**src/rtl/cnn1d_pkg.sv**
```systemverilog
// Shared types and helpers for the 1-D CNN layer blocks.
package cnn1d_pkg;

  // Serialiser FSM: waiting for a frame, or streaming a captured frame out word by word.
  typedef enum logic [0:0] {
    IDLE   = 1'b0,
    STREAM = 1'b1
  } ser_state_e;

  // Ceiling log2 with a floor of 1, so a counter for N >= 2 is never zero-width.
  function automatic int unsigned clog2(input int unsigned value);
    int unsigned result;
    int unsigned span;
    result = 0;
    span   = 1;
    while (span < value) begin
      span   = span << 1;
      result = result + 1;
    end
    if (result == 0) begin
      result = 1;
    end
    return result;
  endfunction

endpackage

```
**src/rtl/conv1d_layer_serialiser.sv**
```systemverilog
// Parallel-to-serial stage: captures one word per filter channel, then streams them out in channel order.
// Optional ser_last_out port is enabled with macro CNN1D_SERIALISER_LAST_EN.
module conv1d_layer_serialiser
  import cnn1d_pkg::*;
#(
  parameter int unsigned DATA_WIDTH  = 32,
  parameter int unsigned NUM_FILTERS = 32
) (
  input  logic                                 clk,
  input  logic                                 rst,
  output logic                                 ser_ready_in,
  input  logic [NUM_FILTERS-1:0]               ser_valid_in,
  input  logic [DATA_WIDTH-1:0]                ser_data_in [0:NUM_FILTERS-1],
  input  logic                                 ser_ready_out,
  output logic                                 ser_valid_out,
  output logic [DATA_WIDTH-1:0]                ser_data_out,
  output logic [cnn1d_pkg::clog2(NUM_FILTERS)-1:0] ser_channel_out,
  output logic                                 ser_error
`ifdef CNN1D_SERIALISER_LAST_EN
  ,
  output logic                                 ser_last_out
`endif
);

  localparam int unsigned CH_W = cnn1d_pkg::clog2(NUM_FILTERS);
  localparam logic [CH_W-1:0] LAST_CH = CH_W'(NUM_FILTERS - 1);

  ser_state_e              state_q, state_d;
  logic [CH_W-1:0]         chan_q, chan_d;
  logic                    error_q, error_d;
  logic [DATA_WIDTH-1:0]   buf_q [NUM_FILTERS];

  logic                    all_valid;
  logic                    partial_valid;
  logic                    capture;
  logic                    beat_done;
  logic                    last_beat;

  assign all_valid     = &ser_valid_in;
  assign partial_valid = (|ser_valid_in) && !all_valid;
  assign capture       = ser_ready_in && all_valid;
  assign beat_done     = ser_valid_out && ser_ready_out;
  assign last_beat     = beat_done && (chan_q == LAST_CH);

  // State, channel counter and sticky error register.
  always_ff @(posedge clk) begin
    if (rst) begin
      state_q <= IDLE;
      chan_q  <= '0;
      error_q <= 1'b0;
    end else begin
      state_q <= state_d;
      chan_q  <= chan_d;
      error_q <= error_d;
    end
  end

  // Frame buffer deliberately carries no reset; it is only meaningful after a capture.
  always_ff @(posedge clk) begin
    if (capture) begin
      for (int unsigned i = 0; i < NUM_FILTERS; i++) begin
        buf_q[i] <= ser_data_in[i];
      end
    end
  end

  // Next-state: a capture on the last beat restarts the stream at channel 0 without a bubble.
  always_comb begin
    state_d = state_q;
    chan_d  = chan_q;
    error_d = error_q;
    if (ser_ready_in && partial_valid) begin
      error_d = 1'b1;
    end
    unique case (state_q)
      IDLE: begin
        chan_d = '0;
        if (capture) begin
          state_d = STREAM;
        end
      end
      STREAM: begin
        if (last_beat) begin
          chan_d  = '0;
          state_d = capture ? STREAM : IDLE;
        end else if (beat_done) begin
          chan_d = chan_q + CH_W'(1);
        end
      end
      default: begin
        state_d = IDLE;
        chan_d  = '0;
      end
    endcase
  end

  // Outputs: data/channel come straight from registers, so they hold under backpressure.
  always_comb begin
    ser_valid_out   = 1'b0;
    ser_ready_in    = 1'b0;
    ser_data_out    = buf_q[chan_q];
    ser_channel_out = chan_q;
    ser_error       = error_q;
    unique case (state_q)
      IDLE: begin
        ser_ready_in = !rst;
      end
      STREAM: begin
        ser_valid_out = 1'b1;
        ser_ready_in  = !rst && ser_ready_out && (chan_q == LAST_CH);
      end
      default: begin
        ser_valid_out = 1'b0;
        ser_ready_in  = 1'b0;
      end
    endcase
  end

`ifdef CNN1D_SERIALISER_LAST_EN
  assign ser_last_out = ser_valid_out && (chan_q == LAST_CH);
`endif

endmodule
```
**config.mk**
```make
export PLATFORM = sky130hd
export DESIGN_NAME = conv1d_layer_serialiser
export DESIGN_NICKNAME = d
export VERILOG_FILES = /design/src/rtl/cnn1d_pkg.sv /design/src/rtl/conv1d_layer_serialiser.sv
export SDC_FILE = /design/constraint.sdc
export NUM_CORES = 1
export LEC_CHECK = 0
export CAP_MARGIN = 10
export CORE_AREA = 3 3 428 430
export CTS_BUF_LIST = sky130_fd_sc_hd__clkbuf_16
export DETAILED_ROUTE_END_ITERATION = 8
export DIE_AREA = 0 0 431 433
export HOLD_SLACK_MARGIN = 0.08
export SETUP_SLACK_MARGIN = 0.05
export SYNTH_ARGS = -nofsm -noshare
export SYNTH_HDL_FRONTEND = slang
export SYNTH_SLANG_ARGS = --single-unit
```
**constraint.sdc**
```tcl
create_clock -name clk -period 35 [get_ports clk]
set_input_delay 7 -clock clk [delete_from_list [all_inputs] [get_ports clk]]
set_output_delay 7 -clock clk [all_outputs]
set_load 0.005 [all_outputs]
```
; After elaboration in Yosys (flattened, before gate mapping)
; Memory sizes are Yosys's and may differ from the RTL's. A register that Yosys moved wholly into a read port is not among the register bits.
; Cells that the tools add are included.
[classes]
add_sub_neg = 1
eq_ne = 2
n_mux = 11
bitwise_logic = 1
reduce_logical = 11
[ops]
columns = cell, count
row1 = $reduce_and 32->1, 1
row2 = $reduce_or 32->1, 1
row3 = $mux 5, 4
row4 = $pmux 5 s2, 1
row5 = $logic_and 1x1->1, 7
row6 = $add 5x1->5 const B, 1
row7 = $eq 5x5->1 const B, 1
row8 = $mux 1, 4
row9 = $pmux 1 s2, 2
row10 = $ne 3x1->1 const B, 1
row11 = $logic_not 1->1, 2
row12 = $not 1->1, 1
[totals]
ff_bits = 7
ramBits = 1024
in_bits = 1059
out_inout_bits = 40
elab_cells = 30
memories = 1
[mem_list]
columns = name, words, word_bits, rd, rd_clocked_by_memory_dff, write_ports, line_no
row1 = buf_q, 32, 32, 1, 1, 32, conv1d_layer_serialiser.sv:31  ; logic [DATA_WIDTH-1:0] buf_q [NUM_FILTERS];

; Logic depth before layout (Yosys ltp)
; Gate-level depths: netlist (run 1).
[logic_depth]
ltp_word = 8
ltp_mapped = 8
mapped_depth_nobuf = 7

; Worst setup path after synthesis (run 1)
; OpenSTA, ideal clock, no wires.
[synth_timing]
path_type = input to register
startpoint = input port ser_valid_in[14]
endpoint = memory buf_q[0][0], enable pin
setup_ns = 1.540
arrival_time_ns = 30.824
t_required_ns = 33.460
slack_ns = 2.636
path_stages = 3
n_path_buf = 0
path_cell_list = nand4_1 nor4_1 and3_1
[synth_lines]
columns = element, line_no
row1 = "start, declared", conv1d_layer_serialiser.sv:12  ; input logic [NUM_FILTERS-1:0] ser_valid_in,
row2 = "end, declared", conv1d_layer_serialiser.sv:31

; Final worst setup path (run 1)
[layout_timing]
startpoint = input port ser_ready_out
endpoint = output port ser_ready_in
[layout_between]
elab_chain_cells = 3
[layout_rtl]
columns = element, line_no
row1 = "start, declared", conv1d_layer_serialiser.sv:14  ; input logic ser_ready_out,
row2 = $logic_and 1x1->1 (2 in a row), conv1d_layer_serialiser.sv:110  ; ser_ready_in = !rst && ser_ready_out && (chan_q == LAST_CH);
row3 = $pmux 1 s2, conv1d_layer_serialiser.sv:104  ; unique case (state_q)
row4 = "end, declared", conv1d_layer_serialiser.sv:11  ; output logic ser_ready_in,
; Every way passes these cells.

==> results.txt, run 1 <==
The maximum fanout encountered on the critical timing path came out at 8. The number of max-slew violations in the final report came to 0. The pin count of the biggest net entering global routing came out at ~130.

The layer flagged by global routing as most heavily used is met2. The largest stage delay on the critical path is 0.61 ns. In this run the critical register-to-register path is launched from ser_channel_out[0]. Net switching is ~20% of the power. The buffers plus inverters on the worst setup path came out at 2. The net count of the finished layout is between 3k and 4k.

In this run the register-to-register setup slack is 28.38 ns. Global routing used 18.8% of the available met1 tracks. The library cell appearing most often on the critical path is sky130_fd_sc_hd__clkdlybuf4s50_1. The synthesized area per cell came out at 22.5 sq um. The signed area change from the synthesized netlist to the final layout came out at 43.7%. The overall die width came out at 431 um. The buffers inserted during post-CTS setup optimization is 0.

The wire-length estimate of the detail-placed layout is 115000 um. Routability-driven placement finished with a final weighted congestion of 0.877. The number of detailed-routing iterations run before antenna repair is 5.

The synthesized netlist net count is between 2k and 3k. In the final layout, the multi-input gates occupy 8260 sq um. The post-cts repair resize count is 0. The yosys synthesis warning count came out at 0. On the critical path the largest part of the delay comes from buffers and inverters.

After detailed routing, the number of vias per cell comes to 4.32. The number of buffers inserted during clock tree synthesis came out at 111. The area of the placeable core is about 180000 sq um. The critical path in this run is classified as input pin to output port.

The critical path crosses 4 cells after its start point. The synthesized design spends more area on one cell type than any other, namely sky130_fd_sc_hd__edfxtp_1. The static leakage is 17.6 nW.

The total area of sequential cells came out at 31000 sq um. The initial utilization of the core area, before any placement, comes to 22.1%. The average wire per standard cell came out at 27.9 um. The portion of total power attributed to combinational logic is under 10%. The clock root buffer is sky130_fd_sc_hd__clkbuf_16. The total power density per cell area is 46.2 nW/um^2. The mapped netlist covers 39800 sq um. The H-tree depth is 3. The worst slack on hold paths is 0.599 ns. In this run, synthesis produced a sequential element count of 1036. Summed over all failing endpoints, the final setup total negative slack is 0 ns. For the finished layout, the period the worst path requires is roughly 15 ns. The number of failing setup endpoints in the final timing report is 0. Headroom to the max-slew limit came out at 26.1%.

The cell count of the worst reg-to-reg path came out at 11. In the routed design, unresolved DRC markers number 0. The number of fillers in the final layout is 17.4k. The row count came out at around 160. Leaving out fill and tap cells, the most frequent cell in the layout is sky130_fd_sc_hd__clkdlybuf4s50_1.

The relative contribution of the clock network to total power came out at 43.6%. The worst-skew pair later-pin latency came out at 0.74 ns. For this run, global-route usage on met3 was measured as 4.30%. The number of antenna violations at the first check in global routing came out at 57. The met2 track demand over resource is 26.7%. Timing analysis after detailed placement gives a worst setup slack of 19.56 ns. The tree built by TritonCTS fans out to 1036 sinks. The post-route netlist has 15.2% of its cells at a drive strength greater than 1. The number of global-route vias before repair was 24.3k. The via count is 23.4k.

The share of the Yosys chip area taken by registers is 77.9%. The die height is 433 um. VDD sags by at most between 30 and 40 uV. The total count of hold-check failures in the final report is 0. The worst setup path is launched from an input pin.

The DRC violation total after the first TritonRoute iteration came out at 2179. For this run the aggregate overflow at the end of global routing stands at 0. In this run the worst setup path terminates at ser_ready_in. The share of the synthesized area in the top cell type came out at 77.3%. The largest individual stage delay along the critical path comes from the cell sky130_fd_sc_hd__clkdlybuf4s50_1. Across the run, the number of max-cap violations was 0. The final core utilization is a little under a third. The flow ran to the end, and the final reports show no timing, DRC or antenna violations. The path class of the tightest hold or removal check is flop to flop. Sorting the synthesized cells by area gives the leading types as sky130_fd_sc_hd__edfxtp_1, sky130_fd_sc_hd__mux4_2, sky130_fd_sc_hd__mux2i_1.

The source of the critical timing path is ser_ready_out. The global-route wire length before repair came out at between 150000 and 200000 um. The total wire length is about 150000 um. Setup repair after global routing left no endpoint under its margin. Derived from the worst setup path, the maximum achievable clock frequency is about 0.065 GHz. For this design, the CTS-stage hold fixing added 0 buffers. The slew at the pin with the worst max-slew slack is 1.11 ns. The final critical-path share of the clock period is 44.1%. The remaining antenna violation count after routing is 0. The global-route usage over all layers came out at roughly 16%. TritonCTS built the clock tree. The design internal power came out at 2.11 mW.

After clock tree synthesis, the clock-pin slew on the worst setup and hold paths is roughly 0.060 ns. The number of top-level pins came out at about 1.1k. The largest buffer count on any clock path is 3. The total die area is 187000 sq um.

Registers are responsible for 51.6% of the overall power. The endpoint identified for the worst register-to-register timing path is buf_q[28][15]. STA classifies the critical path endpoint as an output port. The endpoint arrival time on the critical path is 8.45 ns. The distinct cell type count after synthesis is 38.

The number of input and output port buffers inserted came out at 1098. In this run the power spent charging and discharging nets is 0.531 mW. The data required time of the critical path came out at 28.00 ns. The worst clock skew came out at 0.0535 ns. The number of cells produced by synthesis is 1767. The critical path goes through clkdlybuf4s50_1, a21boi_0, nor2_1, clkdlybuf4s50_1.

The setup slack after layout came out at 19.55 ns. In the layout the commonest cells are sky130_fd_sc_hd__clkdlybuf4s50_1, sky130_fd_sc_hd__edfxtp_1, sky130_fd_sc_hd__mux4_2, sky130_fd_sc_hd__clkbuf_16, sky130_fd_sc_hd__mux2i_1.
[area by class of cell]
class	instances	share of cell area, %
Antenna cell	34	0.149
Clock buffer	113	4.95
Clock inverter	93	1.25
Inverter	2	0.0175
Multi-Input combinational cell	630	14.4
Sequential cell	1036	54.3
Tap cell	2370	5.19
Timing Repair Buffer	1133	19.7
[power by group through the flow]
| stage | Sequential (mW) | Clock (mW) | Combinational, mW |
|---|---|---|---|
| 3_5_place_dp | 1.39 | 0 | 0.126 |
| 6_report | 1.36 | 1.15 | 0.127 |
| 4_1_cts | 1.36 | 1.19 | 0.127 |
| 3_3_place_gp | 1.39 | 0 | 0.125 |
| 2_1_floorplan | 1.39 | 0 | 0.000621 |
| 5_1_grt | 1.36 | 1.23 | 0.133 |
[metal layers]
layer	share of wire [%]	wire length (um)
met1	37	56600
met2	51	77500
met3	8.3	12600
met4	2.9	4310
met5	0.067	101
[cells in the mapped netlist (all sizes together)]
cell / n
or4: 2
mux2i: 65
edfxtp: 1024
a31oi: 32
and2: 33
a221oi: 32
o21ai: 2
mux4: 224
nand2b: 2
nand3: 1
nor2: 9
mux2: 1
a21oi: 3
dfxtp: 12
buf: 57
nand3b: 1
and3: 3
a21boi: 33
o21bai: 32
ha: 2
clkbuf: 42
nand4: 9
a22oi: 1
nor4: 8
nor3: 33
nand2: 33
o221a: 1
inv: 2
a22o: 64
nor3b: 1
nor2b: 3
[registers in the layout (all words and copies together) (netlist names), named ones only]
signal / cells
ser_error: 1
buf_q: 1024
ser_channel_out: 5
state_q: 1
[per-stage QoR]
stage,total power [mW],instances,cell area [sq um]
2_1_floorplan,1.39,1767,39800
3_3_place_gp,1.51,5171,53500
3_5_place_dp,1.51,5171,53500
4_1_cts,2.67,5377,57100
5_1_grt,2.72,5400,57100
6_report,2.64,5411,57100
[cells by family (layout without fill, tap and decap cells)]
| logic type | count (synthesis) | in the layout | share of synthesized area (%) |
|---|---|---|---|
| DFF | 1036 | 1036 | 77.9 |
| muxes | 290 | 290 | 14.4 |
| AOI/OAI and AO/OA | 200 | 200 | 4.43 |
| and+or+nand+nor | 138 | 138 | 1.81 |
| buffers and inverters | 101 | 1341 | 1.40 |
| adders and majority gates | 2 | 2 | 0.0629 |
| other | 0 | 34 | 0 |
[worst reg2reg max path, delay by kind of cell (launching register included)]
kind,cells,cell delay (ns)
compound gates,1,0.13
fa+ha+maj,2,0.40
buf+inv,5,4.26
flops,1,0.38
simple gates,3,1.07
[worst min path at each step]
stage	end	cells past startpoint	start	slack [ns]
after floorplan	flop	2	ser_channel_out[4]	0.49
after global placement	ser_error	1	ser_error	0.60
after detailed placement	ser_error	1	ser_error	0.59
after CTS	flop	2	ser_channel_out[1]	0.60
after global routing	flop	2	ser_channel_out[1]	0.64
final	flop	2	ser_channel_out[1]	0.60
No activity file was read; power rests on OpenSTA's default activity.
==> run 2: changes to the inputs <==
==> constraint.sdc (replaced) <==
create_clock -name clk -period 14.5 [get_ports clk]
set_input_delay 2.9 -clock clk [delete_from_list [all_inputs] [get_ports clk]]
set_output_delay 2.9 -clock clk [all_outputs]
set_load 0.005 [all_outputs]
==> results.txt, run 2 (same netlist as run 1, synthesis figures left out) <==
The run finished with clean final reports. In this run the remaining antenna-violating nets after routing total 0. The total global routing overflow is 0.

Leaving out fill and tap cells, the most frequent cell in the layout is sky130_fd_sc_hd__clkdlybuf4s50_1. The global-route wire length before repair is roughly 200000 um. Setup repair after global routing left no endpoint under its margin. The start of the worst register-to-register path is ser_channel_out[0]. The setup slack of the worst register-to-register path is 9.83 ns. In this run the most used layer during global routing was met2. Cells fill 31.7% of the core in the end. Grouping stages by cell kind, the critical path spends the most delay in buffers and inverters. After filler insertion, the fill cell instance count of the layout stands at 17.4k. The worst-skew pair later-pin latency came out at 0.74 ns. Across every metal layer, demand over resource in global routing totals 16.1%.

The routability-driven placement congestion ratio came out at between 0.9 and 1. The ratio of cells with drive above 1 in the final layout is 15.2%. The pin count of the biggest net entering global routing is ~160. After routing, the total negative slack on setup checks comes to 0 ns. Data on the critical path arrives at its endpoint at 5.01 ns. The critical setup path kind is flop to output port. The startpoint class of the critical path is a flop.

In this design, the stage delay of the slowest critical-path cell is 0.92 ns. The worst clock skew is 0.0404 ns. Power spread over the standard cell area amounts to 112 nW/um^2. The buffers inserted during post-CTS setup optimization came out at 0. In the finished design, the share of the clock period the worst path needs comes to between 50 and 60%.

The path class of the tightest hold or removal check is flop to flop. The DRC violation total after the first TritonRoute iteration is between 2k and 3k. Among all stages on the critical path, the largest delay is contributed by sky130_fd_sc_hd__buf_4. The static leakage is 17.6 nW.

The total count of hold-check failures in the final report is 0. The setup slack after layout is 6.59 ns. The die height is 433 um.

The signed area change from the synthesized netlist to the final layout came out at 43.8%. The net count of the finished layout is approximately 4k. 1099 I/O pins were placed. For this configuration, the core starts out at a cell density of 22.1%. More flip-flops sit in one register than any other, and that register is buf_q. TritonCTS built the clock tree.

Row generation in the floorplan step produced 156 rows. The met3 demand-to-capacity share in global routing is under 10%. The number of hold-repair buffers added at the cts stage came out at 0. The average wire per standard cell came out at just under 30 um. The total wire length is 157000 um. The first detailed-routing pass ran for 5 iterations. The critical path endpoint category is an output port. The maximum vdd drop is 104 uV. Port buffering added 1098 buffers.

At the placement stage, the worst setup path has a slack of 6.86 ns. The number of antenna violations at the first check in global routing came out at 52. The number of buffers inserted during clock tree synthesis came out at 113. The count of cell instances traversed by the critical path is 7. The reported max-cap violation count came out at 0. The slew at the pin with the worst max-slew slack came out at 1.07 ns.

In this run the horizontal extent of the chip is 431 um. The number of max-slew violations in the final report came out at 0. The met2 track demand over resource came out at 27.9%. Measured in cells, the most critical reg-to-reg path has a length of 9. Derived from the worst setup path, the maximum achievable clock frequency is 0.126 GHz. The area of the placeable core is 180000 sq um. The clock-pin slew of the registers on the worst-case setup and hold paths is 0.06 ns.

The placed wire-length estimate is 119000 um. The largest buffer count on any clock path came out at 3. The multi-input combinational cells in the finished layout cover a total of 8260 sq um. The maximum fanout encountered on the critical timing path is 69.

The buffers plus inverters on the worst setup path is 3. The via count came out at 23.9k. The shortest clock period the worst path allows after layout came out at just under 8 ns.

Walking the worst path, the cells encountered are buf_12, buf_4, mux4_2, a22o_1, nor3_1, a31oi_1, clkdlybuf4s50_1. The top cell types in the final layout, fill and taps aside, are sky130_fd_sc_hd__clkdlybuf4s50_1, sky130_fd_sc_hd__edfxtp_1, sky130_fd_sc_hd__mux4_2, sky130_fd_sc_hd__clkbuf_16, sky130_fd_sc_hd__mux2i_1. The number of failing setup endpoints in the final timing report is 0. The flip-flop count of the largest register, all copies and words added came out at 1024. In the routed design, unresolved DRC markers number 0. The capture point of the worst path is ser_data_out[17]. The total die area came out at 187000 sq um. The cell sitting at the root of the clock tree is a sky130_fd_sc_hd__clkbuf_16.

For met1 alone, demand over resource in global routing was between 10% and 20%. The H-tree depth came out at 3. The post-cts repair resize count is 0. The worst flop-to-flop path endpoint is buf_q[29][8]. The data required time of the critical path came out at 11.60 ns.

The max-slew headroom at the worst pin is 28.4%. The average vias per placed instance is about 4.4. CTS saw 1036 sinks. The sequential cells in the finished layout cover a total of 31000 sq um.

The number of global-route vias before repair is 24.2k.
## run 2: cell types whose count changed in the layout (fill, tap and decap cells not counted), moves of 2 or more
cell	delta
sky130_fd_sc_hd__buf_12	+4
sky130_fd_sc_hd__buf_4	-7
sky130_fd_sc_hd__clkinv_1	-5
sky130_fd_sc_hd__inv_6	+4
sky130_fd_sc_hd__inv_1	+2
sky130_fd_sc_hd__diode_2	-6
## run 2: layer usage
layer | wire, um | share of wire (%) | up-vias
met3 | 12300 | 7.8 | 256
met1 | 59600 | 38 | 12484
met4 | 5210 | 3.3 | 18
met5 | 117 | 0.075 | -
li1 | - | - | 9878
met2 | 79700 | 51 | 1229
## run 2: where the power goes
part	internal [mW]	switching (mW)
registers	3.29	0.000126
clock network	1.58	1.24
logic	0.249	0.0642
## run 2: worst min path at each step
| stage | cells past startpoint | endpoint | slack (ns) | from |
|---|---|---|---|---|
| 6_report | 2 | flop | 0.58 | ser_channel_out[1] |
| 4_1_cts | 2 | flop | 0.59 | ser_channel_out[1] |
| 3_5_place_dp | 2 | flop | 0.57 | ser_channel_out[1] |
| 5_1_grt | 2 | flop | 0.61 | ser_channel_out[1] |
| 2_1_floorplan | 2 | flop | 0.49 | ser_channel_out[4] |
| 3_3_place_gp | 1 | ser_error | 0.57 | ser_error |
## run 2: per-stage QoR
stage | cell area [sq um] | total power [mW] | hold WS (ns) | std cells
5_1_grt | 57200 | 6.62 | 0.608 | 5390
4_1_cts | 57100 | 6.49 | 0.586 | 5374
2_1_floorplan | 39800 | 3.35 | 0.492 | 1767
3_5_place_dp | 53500 | 3.66 | 0.573 | 5168
6_report | 57200 | 6.42 | 0.583 | 5402
3_3_place_gp | 53500 | 3.66 | 0.567 | 5168
## run 2: area by class of cell
class                   count  area share, %
clock inverters            93           1.30
flip-flops and latches   1036           54.2
well taps                2370           5.19
clock buffers             113           4.94
diodes                     28          0.123
inverters                   2         0.0175
multi-input cells         630           14.4
repair buffers           1130           19.8
## run 2: worst min-delay path, cell delays in order, from the launching register on
cell and delay (ns):
sky130_fd_sc_hd__dfxtp_1 0.33, sky130_fd_sc_hd__mux2i_1 0.13, sky130_fd_sc_hd__nor2_1 0.08
